===== config.mk =====
export PLATFORM = sky130hd
export DESIGN_NAME = offset_cal_10b_12b
export DESIGN_NICKNAME = d
export VERILOG_FILES = /design/src/rtl/offset_cal_10b_12b.sv
export SDC_FILE = /design/constraint.sdc
export NUM_CORES = 1
export LEC_CHECK = 0
export ABC_AREA = 1
export CAP_MARGIN = 20
export CORE_MARGIN = 2
export CORE_UTILIZATION = 40
export CTS_BUF_LIST = sky130_fd_sc_hd__clkbuf_2 sky130_fd_sc_hd__clkbuf_4 sky130_fd_sc_hd__clkbuf_8
export CTS_CLUSTER_DIAMETER = 30
export DETAILED_ROUTE_END_ITERATION = 16
export PLACE_DENSITY = 0.6
export SYNTH_ARGS = -nofsm -noshare
export SYNTH_HDL_FRONTEND = slang
export SYNTH_SLANG_ARGS = --single-unit

===== constraint.sdc =====
create_clock -name clk -period 4.18 [get_ports clk]
set_input_delay 0.418 -clock clk [delete_from_list [all_inputs] [get_ports clk]]
set_output_delay 0.418 -clock clk [all_outputs]
set_load 0.03 [all_outputs]

===== src/rtl/offset_cal_10b_12b.sv =====
// Offset calibration engine for the 10-bit ADC path.
// With the ADC input shorted, it averages 2**LOG2_N raw codes and loads the signed
// correction osc = MID_CODE - average, clipped to 10-bit signed and sign-extended to 12 bits.
module offset_cal_10b_12b #(
  parameter int LOG2_N   = 4,
  parameter int MID_CODE = 512
) (
  input  logic        clk,
  input  logic        rst_n,
  input  logic        start,
  input  logic        clear_cal,
  input  logic        sample_valid,
  input  logic [11:0] vin,
  output logic [11:0] osc,
  output logic        busy,
  output logic        done,
  output logic        sat
);

  localparam int N  = 1 << LOG2_N;
  // The extra bit covers the rounding add, so the sum never wraps.
  localparam int AW = 10 + LOG2_N + 1;
  localparam int CW = LOG2_N + 1;
  localparam logic [CW-1:0] LAST = CW'(N - 1);

  typedef enum logic [1:0] {IDLE, ACC, CALC} state_t;

  state_t        state;
  logic [AW-1:0] acc;
  logic [CW-1:0] cnt;

  logic [AW-1:0]      acc_rnd;
  logic [9:0]         avg;
  logic signed [11:0] d;
  logic [9:0]         c;
  logic               c_sat;

  // Only the 10-bit code is meaningful; the top two bits of vin are ignored.
  logic unused_vin;
  assign unused_vin = ^vin[11:10];

  assign busy = (state != IDLE);

  // Round-half-up average, then the offset against mid-scale clipped to 10-bit signed.
  always_comb begin
    acc_rnd = acc + AW'(N / 2);
    avg     = 10'(acc_rnd >> LOG2_N);
    d       = 12'(MID_CODE) - {2'b00, avg};
    c       = d[9:0];
    c_sat   = 1'b0;
    if (d > 12'sd511) begin
      c     = 10'h1FF;
      c_sat = 1'b1;
    end else if (d < -12'sd512) begin
      c     = 10'h200;
      c_sat = 1'b1;
    end
  end

  // Calibration sequencer: clear_cal overrides everything and discards the run.
  always_ff @(posedge clk or negedge rst_n) begin
    if (!rst_n) begin
      state <= IDLE;
      acc   <= '0;
      cnt   <= '0;
      osc   <= '0;
      done  <= 1'b0;
      sat   <= 1'b0;
    end else begin
      done <= 1'b0;
      if (clear_cal) begin
        state <= IDLE;
        acc   <= '0;
        cnt   <= '0;
        osc   <= '0;
        sat   <= 1'b0;
      end else begin
        case (state)
          IDLE: begin
            // A sample arriving with start belongs to no run and is dropped.
            if (start) begin
              acc   <= '0;
              cnt   <= '0;
              state <= ACC;
            end
          end
          ACC: begin
            if (sample_valid) begin
              acc <= acc + AW'(vin[9:0]);
              cnt <= cnt + CW'(1);
              if (cnt == LAST) state <= CALC;
            end
          end
          CALC: begin
            osc   <= {{2{c[9]}}, c};
            sat   <= c_sat;
            done  <= 1'b1;
            state <= IDLE;
          end
          default: state <= IDLE;
        endcase
      end
    end
  end

endmodule


==> qor.txt, run 1 <==
Unique masters post-synth - 39
postcts setup bufs - 0
Skew-Pair Late Insertion Delay - 290 ps
Cell Rows - 28
Clock power frac - 0.343
Max-Cap Viols - 0
aggregate global routing overflow - 0
crit path max fanout - 10
Antenna Cells - 0
Net Switching - 0.308 mW
Pleak - 1.49 nW
Crit path top cell by count - nand2_1
CTS tree - yes
IO Pins - 32
reg2reg setup slack - 1640 ps
Worst Hold Depth - 2
internal power - 0.620 mW
first-pass GRT wire length - 9680 µm
core area - 5920 µm²
port buffer count - 29
CTS root buffer - clkbuf_8
CP max stage cell - dfrtp_1
vias in the first global route - 2112
Total Power - 0.928 mW
die area - 6760 µm²
WP data required - 4360 ps
Post-Synthesis Cells - 364
DRT iter0 DRCs - 144
Tcrit/Tclk final - 0.607
crit end category - register
Slew Viols, Final - 0
# setup viols final - 0
Die Ht - 82.2 µm
r2r startpoint - acc[4]
Tightest Hold Check Type - register to register
RR Endpoint - osc[2]
Nets - 428
Final Skew - 6.73 ps
routed wire length - 5730 µm
Routed wire per std cell - 12.2 µm
DRC Markers - 0
slew at the pin closest to its max-slew limit - 1000 ps
Post-DP HPWL - 4380 µm
Hold Violations, Final - 0
TritonCTS Sinks - 33
initial antenna violation count - 0
switching portion of total power - 0.332
via count - 2376
CTS Buffer Depth - 2
total global-route track usage - 0.185
status - finished, final reports clean
Syn Nets - 397
layout cells sized above 1 - 0.0556
post-route ant nets - 0
sequential share of power - 0.369
Cell Area, Synth - 2450 µm²
Final min period - 2540 ps
fmax - 0.394 GHz
Area Growth Syn to Fin - 19.8%
Cell Chain, Critical Path - ha_1 > nand2_1 > nand2_1 > ha_1 > nand3_1 > inv_2 > nand2_1 > nor2_1 > nand3_1 > nand2_1 > inv_1 > nand4_1 > nand2_1 > nand2_2 > nand2_1 > nand2_1 > nand2_1
# hold bufs at CTS - 0
fillers - 616
routability-driven placement congestion ratio - 0.885
CP max stage delay - 450 ps
type of origin of the critical path - register
Peak VDD IR - 0.155 mV
register area share after synthesis - 0.337
RSZ-0062 raised after global routing - false
chip width - 82.2 µm
post_cts resized - 0
routed vias/inst - 5.04
number of CTS-inserted buffers - 5
Critical Path AT - 2710 ps
R2R depth - 17
Hold Path End - osc[7]
PD cells - 316 nW/µm²
Worst slew margin - 0.324
synthesized flop and latch total - 33
CTS clk-pin slew, worst paths - 70 ps
Setup TNS - 0 ps
largest net degree at the start of global routing - 34
Comb power frac - 0.288
Final Core Density - 0.495
Hold Startpoint - osc[7]
Crit Path Class - register to register
initial core utilization - 0.414
Mean Syn Cell Area - 6.73 µm²
DRT Pass-1 Iters - 5
Yosys warning count - 0
CTS HTree Levels - 2
cell usage in the layout, fill, tap and decap left out, types with 6 or more instances in the layout:
cell type	count
nand2_1	134
inv_1	39
nor2_1	33
dfrtp_1	33
clkdlybuf4s50_1	29
nand3_1	27
ha_1	15
a21oi_1	14
o21ai_0	12
o22ai_1	6
clkbuf_8	6
final cells by class:
| class | count | area [µm²] | share of cell area |
|---|---|---|---|
| clock inverter | 2 | 37.5 | 0.0128 |
| timing repair buffer | 31 | 305 | 0.104 |
| tap | 75 | 93.8 | 0.0320 |
| sequential | 33 | 826 | 0.282 |
| multi-input combinational | 280 | 1420 | 0.485 |
| clock buffer | 6 | 82.6 | 0.0282 |
| inverter | 44 | 165 | 0.0563 |
critical path, delay by kind of cell (launching register included):
family | cells | cell delay [ps]
adder cells (fa/ha/maj) | 2 | 390
buffers and inverters | 2 | 140
flip-flops | 1 | 450
AND/OR/NAND/NOR | 13 | 1460
power groups by stage:
stage | clock, mW | sequential [mW] | combinational [mW]
final | 0.319 | 0.342 | 0.267
after global routing | 0.341 | 0.344 | 0.314
after CTS | 0.330 | 0.341 | 0.268
after detailed placement | 0 | 0.348 | 0.266
after global placement | 0 | 0.348 | 0.266
after floorplan | 0 | 0.343 | 0.197
metal layers:
layer	track usage	wire length, µm	up-vias
met1	0.260	2890	1082
met3	0.0359	234	5
met2	0.288	2530	50
met5	0	0	-
met4	0.0550	71	0
li1	-	-	1239
synthesized netlist by cell type:
master | number | area (µm²)
buf_2 | 1 | 5.00
a31oi_1 | 1 | 6.26
nand4_1 | 3 | 18.8
o2111ai_1 | 1 | 8.76
o21bai_1 | 3 | 22.5
fa_1 | 1 | 20.0
inv_1 | 39 | 146
a32o_1 | 1 | 10.0
inv_2 | 4 | 15.0
a21oi_1 | 14 | 70.1
nor2_4 | 1 | 11.3
nor3_1 | 3 | 15.0
a22o_1 | 3 | 26.3
a21o_1 | 1 | 7.51
o21a_1 | 1 | 7.51
clkbuf_1 | 4 | 15.0
nand2_1 | 134 | 503
nor3b_1 | 1 | 7.51
nand2_2 | 1 | 6.26
or2_2 | 1 | 6.26
nor4_1 | 1 | 6.26
o31ai_1 | 1 | 7.51
nor2_1 | 33 | 124
clkinv_1 | 1 | 3.75
xor2_2 | 1 | 16.3
o22ai_1 | 6 | 37.5
o311ai_0 | 1 | 8.76
xor2_1 | 1 | 8.76
nand3_1 | 27 | 135
o21ai_1 | 1 | 5.00
a22oi_1 | 1 | 7.51
nand3b_1 | 4 | 30.0
o21ai_0 | 12 | 60.1
buf_4 | 2 | 15.0
ha_1 | 15 | 188
o211ai_1 | 1 | 7.51
dfrtp_1 | 33 | 826
nor2_2 | 4 | 25.0
xnor2_1 | 1 | 8.76
cell families (layout without fill, tap and decap cells):
kind of cell	Yosys count	count (layout)	synth area share
simple gates	213	213	0.363
fa+ha+maj	16	16	0.0848
buf+inv	51	83	0.0817
xor+xnor	3	3	0.0138
flops	33	33	0.337
compound gates	48	48	0.120
registers in the layout (all words and copies together), names as in the netlist:
name   flops
sat        1
osc       10
acc       14
done       1
state      2
cnt        5
metrics by stage:
stage	hold slack, ps	setup WS [ps]	cell area, µm²	std cells
floorplan	122	2150	2450	364
global placement	461	1460	2810	463
detailed placement	464	1440	2810	463
CTS	485	1670	2930	471
global route	499	1280	2930	471
finish	480	1640	2930	471
worst max path at each step:
stage,from,to,slack (ps),cells after the start
CTS,acc[4],osc[2],1670,17
global route,acc[4],osc[2],1280,15
finish,acc[4],osc[2],1640,17
global placement,vin[5],acc[13],1460,8
detailed placement,vin[5],acc[13],1440,8
floorplan,acc[3],osc[0],2150,14
No activity file was read; power rests on OpenSTA's default activity.
==> run 2: changes to the inputs <==
PLACE_DENSITY = 0.62   (was 0.6)
clock period = 2 ns   (was 4.18 ns; I/O delays follow)
==> run 2 against run 1 <==
  * The run now ends with negative setup slack left
  * Clock-buffer cell count is the same
  * Setup slack lost 1700 ps
  * Global-route usage grew 3.4 points
  * Sequential power grew 110%
  * Register-to-register slack lost 1700 ps
  * Critical path depth grew 1
  * Combinational power grew to 3.7 times the previous value
  * Flip-flop and latch count is the same
  * Non-clock buffer count grew 57
  * Sequential share of layout area shrank 6.0 points
  * Largest cell class unchanged
  * Highest routed layer unchanged
==> qor.txt, run 2 (same netlist as run 1, synthesis figures left out) <==
switching portion of total power - 0.345 (+0.0127)
DRT Pass-1 Iters - 4 (-1)
internal power - 1.56 mW (+150%)
Final min period - 2100 ps (-440 ps)
CTS clk-pin slew, worst paths - 80 ps (about the same)
Setup TNS - -838 ps (-838 ps)
sequential share of power - 0.300 (-0.069)
Clock power frac - 0.287 (-0.056)
TritonCTS Sinks - 33 (unchanged)
Tcrit/Tclk final - 1.05 (+0.442)
CP max stage cell - dfrtp_1
Routed wire per std cell - 13.0 µm (+6.6%)
Final Skew - 10.0 ps (+3.31 ps)
CP bufs+invs - 3 (+1)
Area Growth Syn to Fin - 53.2%
vias in the first global route - 2605 (+23%)
Crit path top cell by count - nand2_1
via count - 2652 (+12%)
layout cells sized above 1 - 0.334 (+0.279)
Tightest Hold Check Type - input pin to async pin
WHS - 310 ps (-170 ps)
routability-driven placement congestion ratio - 0.891 (+0.64%)
CTS HTree Levels - 2 (unchanged)
aggregate global routing overflow - 0 (unchanged)
top flop regs - acc (14), osc (10), cnt (5)
pre-CTS WS - -213 ps (-1660 ps)
routed vias/inst - 5.00 (-0.81%)
die area - 6760 µm² (unchanged)
Critical Path AT - 2280 ps (-430 ps)
first-pass GRT wire length - 11400 µm (+18%)
fillers - 521 (-15%)
CTS root buffer - clkbuf_8
# setup viols final - 10 (+10)
crit end category - register
Die Ht - 82.2 µm (unchanged)
IO Pins - 32 (unchanged)
initial core utilization - 0.414 (unchanged)
routed wire length - 6870 µm (+20%)
CTS tree - yes
Antenna Cells - 0 (unchanged)
chip width - 82.2 µm (unchanged)
Post-DP HPWL - 4680 µm (+7.0%)
r2r startpoint - acc[3]
Slew Viols, Final - 0 (unchanged)
post-route worst setup slack - -98.2 ps (-1740 ps)
post-route ant nets - 0 (unchanged)
CTS Buffer Depth - 2 (unchanged)
reg2reg setup slack - -100 ps (-1740 ps)
Crit Path Class - register to register
Comb power frac - 0.412 (+0.124)
total global-route track usage - 0.219 (+0.0337)
status - complete, but fails checks
Skew-Pair Late Insertion Delay - 290 ps (about the same)
largest net degree at the start of global routing - 34 (unchanged)
number of CTS-inserted buffers - 5 (unchanged)
Cell Rows - 28 (unchanged)
fmax - 0.477 GHz (+21%)
Total Power - 2.39 mW (+160%)
number of flip-flops in the largest register - 14 (unchanged)
R2R depth - 18 (+1)
type of origin of the critical path - register
WP data required - 2190 ps (-2170 ps)
Placed Instances - 510 (+10%)
RSZ-0062 raised after global routing - true
most common cell after layout, fill and taps aside - nand2_1
Max-Cap Viols - 0 (unchanged)
Pleak - 1.85 nW (+24%)
Biggest register - acc
DRC Markers - 0 (unchanged)
failing checks - negative setup slack
Cell Chain, Critical Path - ha_4 > inv_2 > nand2_4 > nand2_8 > ha_4 > nand3_4 > inv_2 > nand2_2 > nor2_4 > nand3_2 > nand2_1 > inv_1 > nand4_1 > nand2_2 > nand2_4 > nand2_1 > nand2_1 > nand2_1
# hold bufs at CTS - 0 (unchanged)
Net Switching - 0.822 mW (+170%)
slew at the pin closest to its max-slew limit - 458 ps (-543 ps)
port buffer count - 29 (unchanged)
RR Endpoint - sat
Hold Violations, Final - 0 (unchanged)
commonest non-fill, non-tap cells in the layout - 106 x nand2_1, 55 x buf_4, 34 x inv_1
initial antenna violation count - 0 (unchanged)
core area - 5920 µm² (unchanged)
Peak VDD IR - 0.375 mV (+140%)
PD cells - 636 nW/µm² (+100%)
CP max stage delay - 420 ps (-30 ps)
Non-Filler Instances - 530 (+13%)
delay-heaviest family, CP - simple AND/OR/NAND/NOR gates
Nets - 487 (+14%)
Worst slew margin - 0.695 (+0.370)
DRT iter0 DRCs - 111 (-23%)
crit path max fanout - 5 (-5)
-- run 2: cell count changes in the layout (fill, tap and decap cells not counted), sizes merged --
cell / delta
nor2: +1
buf: +57
nand2: +1
-- run 2: what timing repair did --
item,CTS,global route
endpoints found under the hold margin,0,0
gates resized for setup,41,56
setup endpoints to repair,12,18
cloned,2,0
setup buffers,6,4
pin swaps,20,34
-- run 2: cell type report --
type                       instances  area [µm²]  area share
clock inverter                     2        37.5      0.0100
tap                               75        93.8      0.0250
sequential                        33         830       0.221
clock buffer                       6        82.6      0.0220
multi-input combinational        282        1790       0.478
inverter                          44         168      0.0447
timing repair buffer              88         748       0.199
-- run 2: worst register-to-register path, stage by stage, from the launching register on --
cell and delay (ps):
dfrtp_1 420, ha_4 200, inv_2 70, nand2_4 70, nand2_8 90, ha_4 150
nand3_4 100, inv_2 70, nand2_2 60, nor2_4 90, nand3_2 70, nand2_1 70
inv_1 50, nand4_1 90, nand2_2 100, nand2_4 130, nand2_1 60, nand2_1 60
nand2_1 50
-- run 2: worst max path at each step --
stage / endpoint / depth (start not counted) / slack (ps) / from
2_1_floorplan: osc[0] / 16 / 10 / acc[3]
3_3_place_gp: acc[13] / 9 / -220 / vin[5]
3_5_place_dp: acc[8] / 13 / -210 / vin[0]
4_1_cts: osc[5] / 14 / -60 / acc[4]
5_1_grt: osc[6] / 18 / -230 / acc[4]
6_report: sat / 18 / -100 / acc[3]
-- run 2: power by group through the flow --
stage               clock network [mW]  logic [mW]  registers (mW)
floorplan                            0       0.416           0.718
global placement                     0       0.730           0.723
detailed placement                   0       0.734           0.723
CTS                              0.695       0.857           0.714
global route                     0.726        1.09           0.720
finish                           0.686       0.984           0.717
-- run 2: layer usage --
| metal | track usage | part of all wire | up-vias |
|---|---|---|---|
| met5 | 0 | 0 | - |
| met3 | 0.0326 | 0.028 | 6 |
| met1 | 0.296 | 0.48 | 1247 |
| met2 | 0.367 | 0.48 | 35 |
| met4 | 0.0550 | 0.010 | 0 |
| li1 | - | - | 1364 |
-- run 2: metrics by stage --
step           utilization  instance area (µm²)
2_1_floorplan            -                 2460
3_3_place_gp         0.536                 3170
3_5_place_dp         0.536                 3170
4_1_cts              0.592                 3510
5_1_grt              0.634                 3750
6_report             0.634                 3750
==> run 3: changes to the inputs <==
REMOVE_ABC_BUFFERS = 1   (was default)
==> run 3 against run 2 <==
  * The run still ends with negative setup slack left
  * Die area is the same
  * Power shrank 11%
  * Largest cell class unchanged
  * Worst hold slack gained 12 ps
  * Non-clock buffer count shrank 5
==> qor.txt, run 3 (same netlist as run 1, synthesis figures left out) <==
status - complete, but fails checks
failing checks - negative setup slack
CTS root buffer - clkbuf_8
WP data required - 2180 ps (about the same)
# setup viols final - 11 (+1)
Max-Cap Viols - 0 (unchanged)
Final Core Density - 0.608 (-0.0254)
Crit Path Class - register to register
top flop regs - acc (14), osc (10), cnt (5)
IO Pins - 32 (unchanged)
Pleak - 1.81 nW (-1.8%)
aggregate global routing overflow - 0 (unchanged)
routability-driven placement congestion ratio - 0.869 (-2.4%)
Antenna Cells - 0 (unchanged)
initial antenna violation count - 0 (unchanged)
commonest non-fill, non-tap cells in the layout - 112 x nand2_1, 51 x buf_4, 35 x inv_1
post-route worst setup slack - -192 ps (-93.5 ps)
# hold bufs at CTS - 0 (unchanged)
fmax - 0.456 GHz (-4.3%)
Critical Path AT - 2370 ps (+90 ps)
DRT iter0 DRCs - 89 (-20%)
Final min period - 2190 ps (+93.5 ps)
Setup TNS - -1570 ps (-733 ps)
via count - 2594 (-2.2%)
Area Growth Syn to Fin - 47.1%
first-pass GRT wire length - 10100 µm (-12%)
number of flip-flops in the largest register - 14 (unchanged)
die area - 6760 µm² (unchanged)
number of CTS-inserted buffers - 5 (unchanged)
RSZ-0062 raised after global routing - true
Worst slew margin - 0.497 (-0.197)
Tcrit/Tclk final - 1.10 (+0.0467)
vias in the first global route - 2328 (-11%)
CTS clk-pin slew, worst paths - 70 ps (about the same)
most common cell after layout, fill and taps aside - nand2_1
Routed wire per std cell - 12.0 µm (-7.4%)
routed vias/inst - 4.94 (-1.3%)
chip width - 82.2 µm (unchanged)
Slew Viols, Final - 0 (unchanged)
Cell Rows - 28 (unchanged)
crit path max fanout - 2 (-3)
core area - 5920 µm² (unchanged)
CTS HTree Levels - 2 (unchanged)
Die Ht - 82.2 µm (unchanged)
largest net degree at the start of global routing - 34 (unchanged)
CTS tree - yes
post-route ant nets - 0 (unchanged)
PD cells - 591 nW/µm² (-7.1%)
TritonCTS Sinks - 33 (unchanged)
Nets - 482 (-1.0%)
Peak VDD IR - 0.293 mV (-22%)
CTS Buffer Depth - 2 (unchanged)
Post-DP HPWL - 4380 µm (-6.4%)
slew at the pin closest to its max-slew limit - 751 ps (+293 ps)
Tightest Hold Check Type - input pin to async pin
Final Skew - 4.77 ps (-5.26 ps)
Hold Violations, Final - 0 (unchanged)
Skew-Pair Late Insertion Delay - 290 ps (about the same)
DRC Markers - 0 (unchanged)
crit end category - register
routed wire length - 6310 µm (-8.3%)
port buffer count - 29 (unchanged)
layout cells sized above 1 - 0.289 (-0.0452)
Total Power - 2.13 mW (-11%)
R2R depth - 16 (-2)
Placed Instances - 503 (-1.4%)
type of origin of the critical path - register
Non-Filler Instances - 525 (-0.94%)
total global-route track usage - 0.192 (-0.0274)
DRT Pass-1 Iters - 5 (+1)
Biggest register - acc
initial core utilization - 0.414 (unchanged)
-- run 3: cell types whose count changed in the layout (fill, tap and decap cells not counted), sizes merged --
cell      before  now
clkinvlp       1    0
clkinv         1    3
buf           59   54
bufinv         1    0
-- run 3: critical path, stage by stage, from the launching register on --
cell,delay [ps]
dfrtp_1,410
ha_4,190
nand2_4,70
nand2_4,60
buf_6,120
ha_4,260
inv_2,30
buf_4,120
buf_4,110
buf_4,120
buf_4,120
buf_4,120
buf_4,120
nand2_2,60
nand2_2,50
nand2_1,50
nand2_1,60
-- run 3: routing by layer --
metal | wire (µm) | share of wire | up-vias | global-route usage
li1 | - | - | 1349 | -
met1 | 2820 | 0.45 | 1193 | 0.235
met2 | 3230 | 0.51 | 44 | 0.346
met3 | 172 | 0.027 | 8 | 0.0261
met4 | 82 | 0.013 | 0 | 0.0600
met5 | 0 | 0 | - | 0
-- run 3: cell type report --
cell class	count	area, µm²
fill	547	2320
clock buffer	6	76.3
sequential	33	830
clock inverter	2	10.0
timing repair buffer	83	707
multi-input combinational	282	1720
tap	75	93.8
inverter	44	168
-- run 3: timing repair --
action,in CTS,in global routing
setup buffers,6,6
setup endpoints to repair,12,19
pin swaps,13,33
resized for setup,31,52
cloned,2,0
-- run 3: path summary, 6_finish.rpt --
path	startpoint	endpoint	slack (ps)
min reg2reg	osc[4]	osc[4]	470
max in group asynchronous	rst_n	acc[6]	1350
min	rst_n	state[0]	320
max reg2reg	acc[3]	osc[1]	-190
max	acc[3]	osc[1]	-190
min in group clk	osc[4]	osc[4]	470
-- run 3: through the flow --
stage | hold WS [ps] | setup slack (ps) | instance area (µm²)
2_1_floorplan | -95.6 | -133 | 2410
3_3_place_gp | 462 | -214 | 3110
3_5_place_dp | 466 | -236 | 3110
4_1_cts | 337 | -120 | 3370
5_1_grt | 383 | -295 | 3600
6_report | 322 | -192 | 3600
-- run 3: report_power, final --
group          internal (mW)  leakage [nW]  total [mW]  switching (mW)
Combinational          0.420          1.31       0.897           0.477
Clock                  0.255        0.0484       0.514           0.259
Sequential             0.690         0.452       0.716          0.0266
Total                   1.37          1.81        2.13           0.763
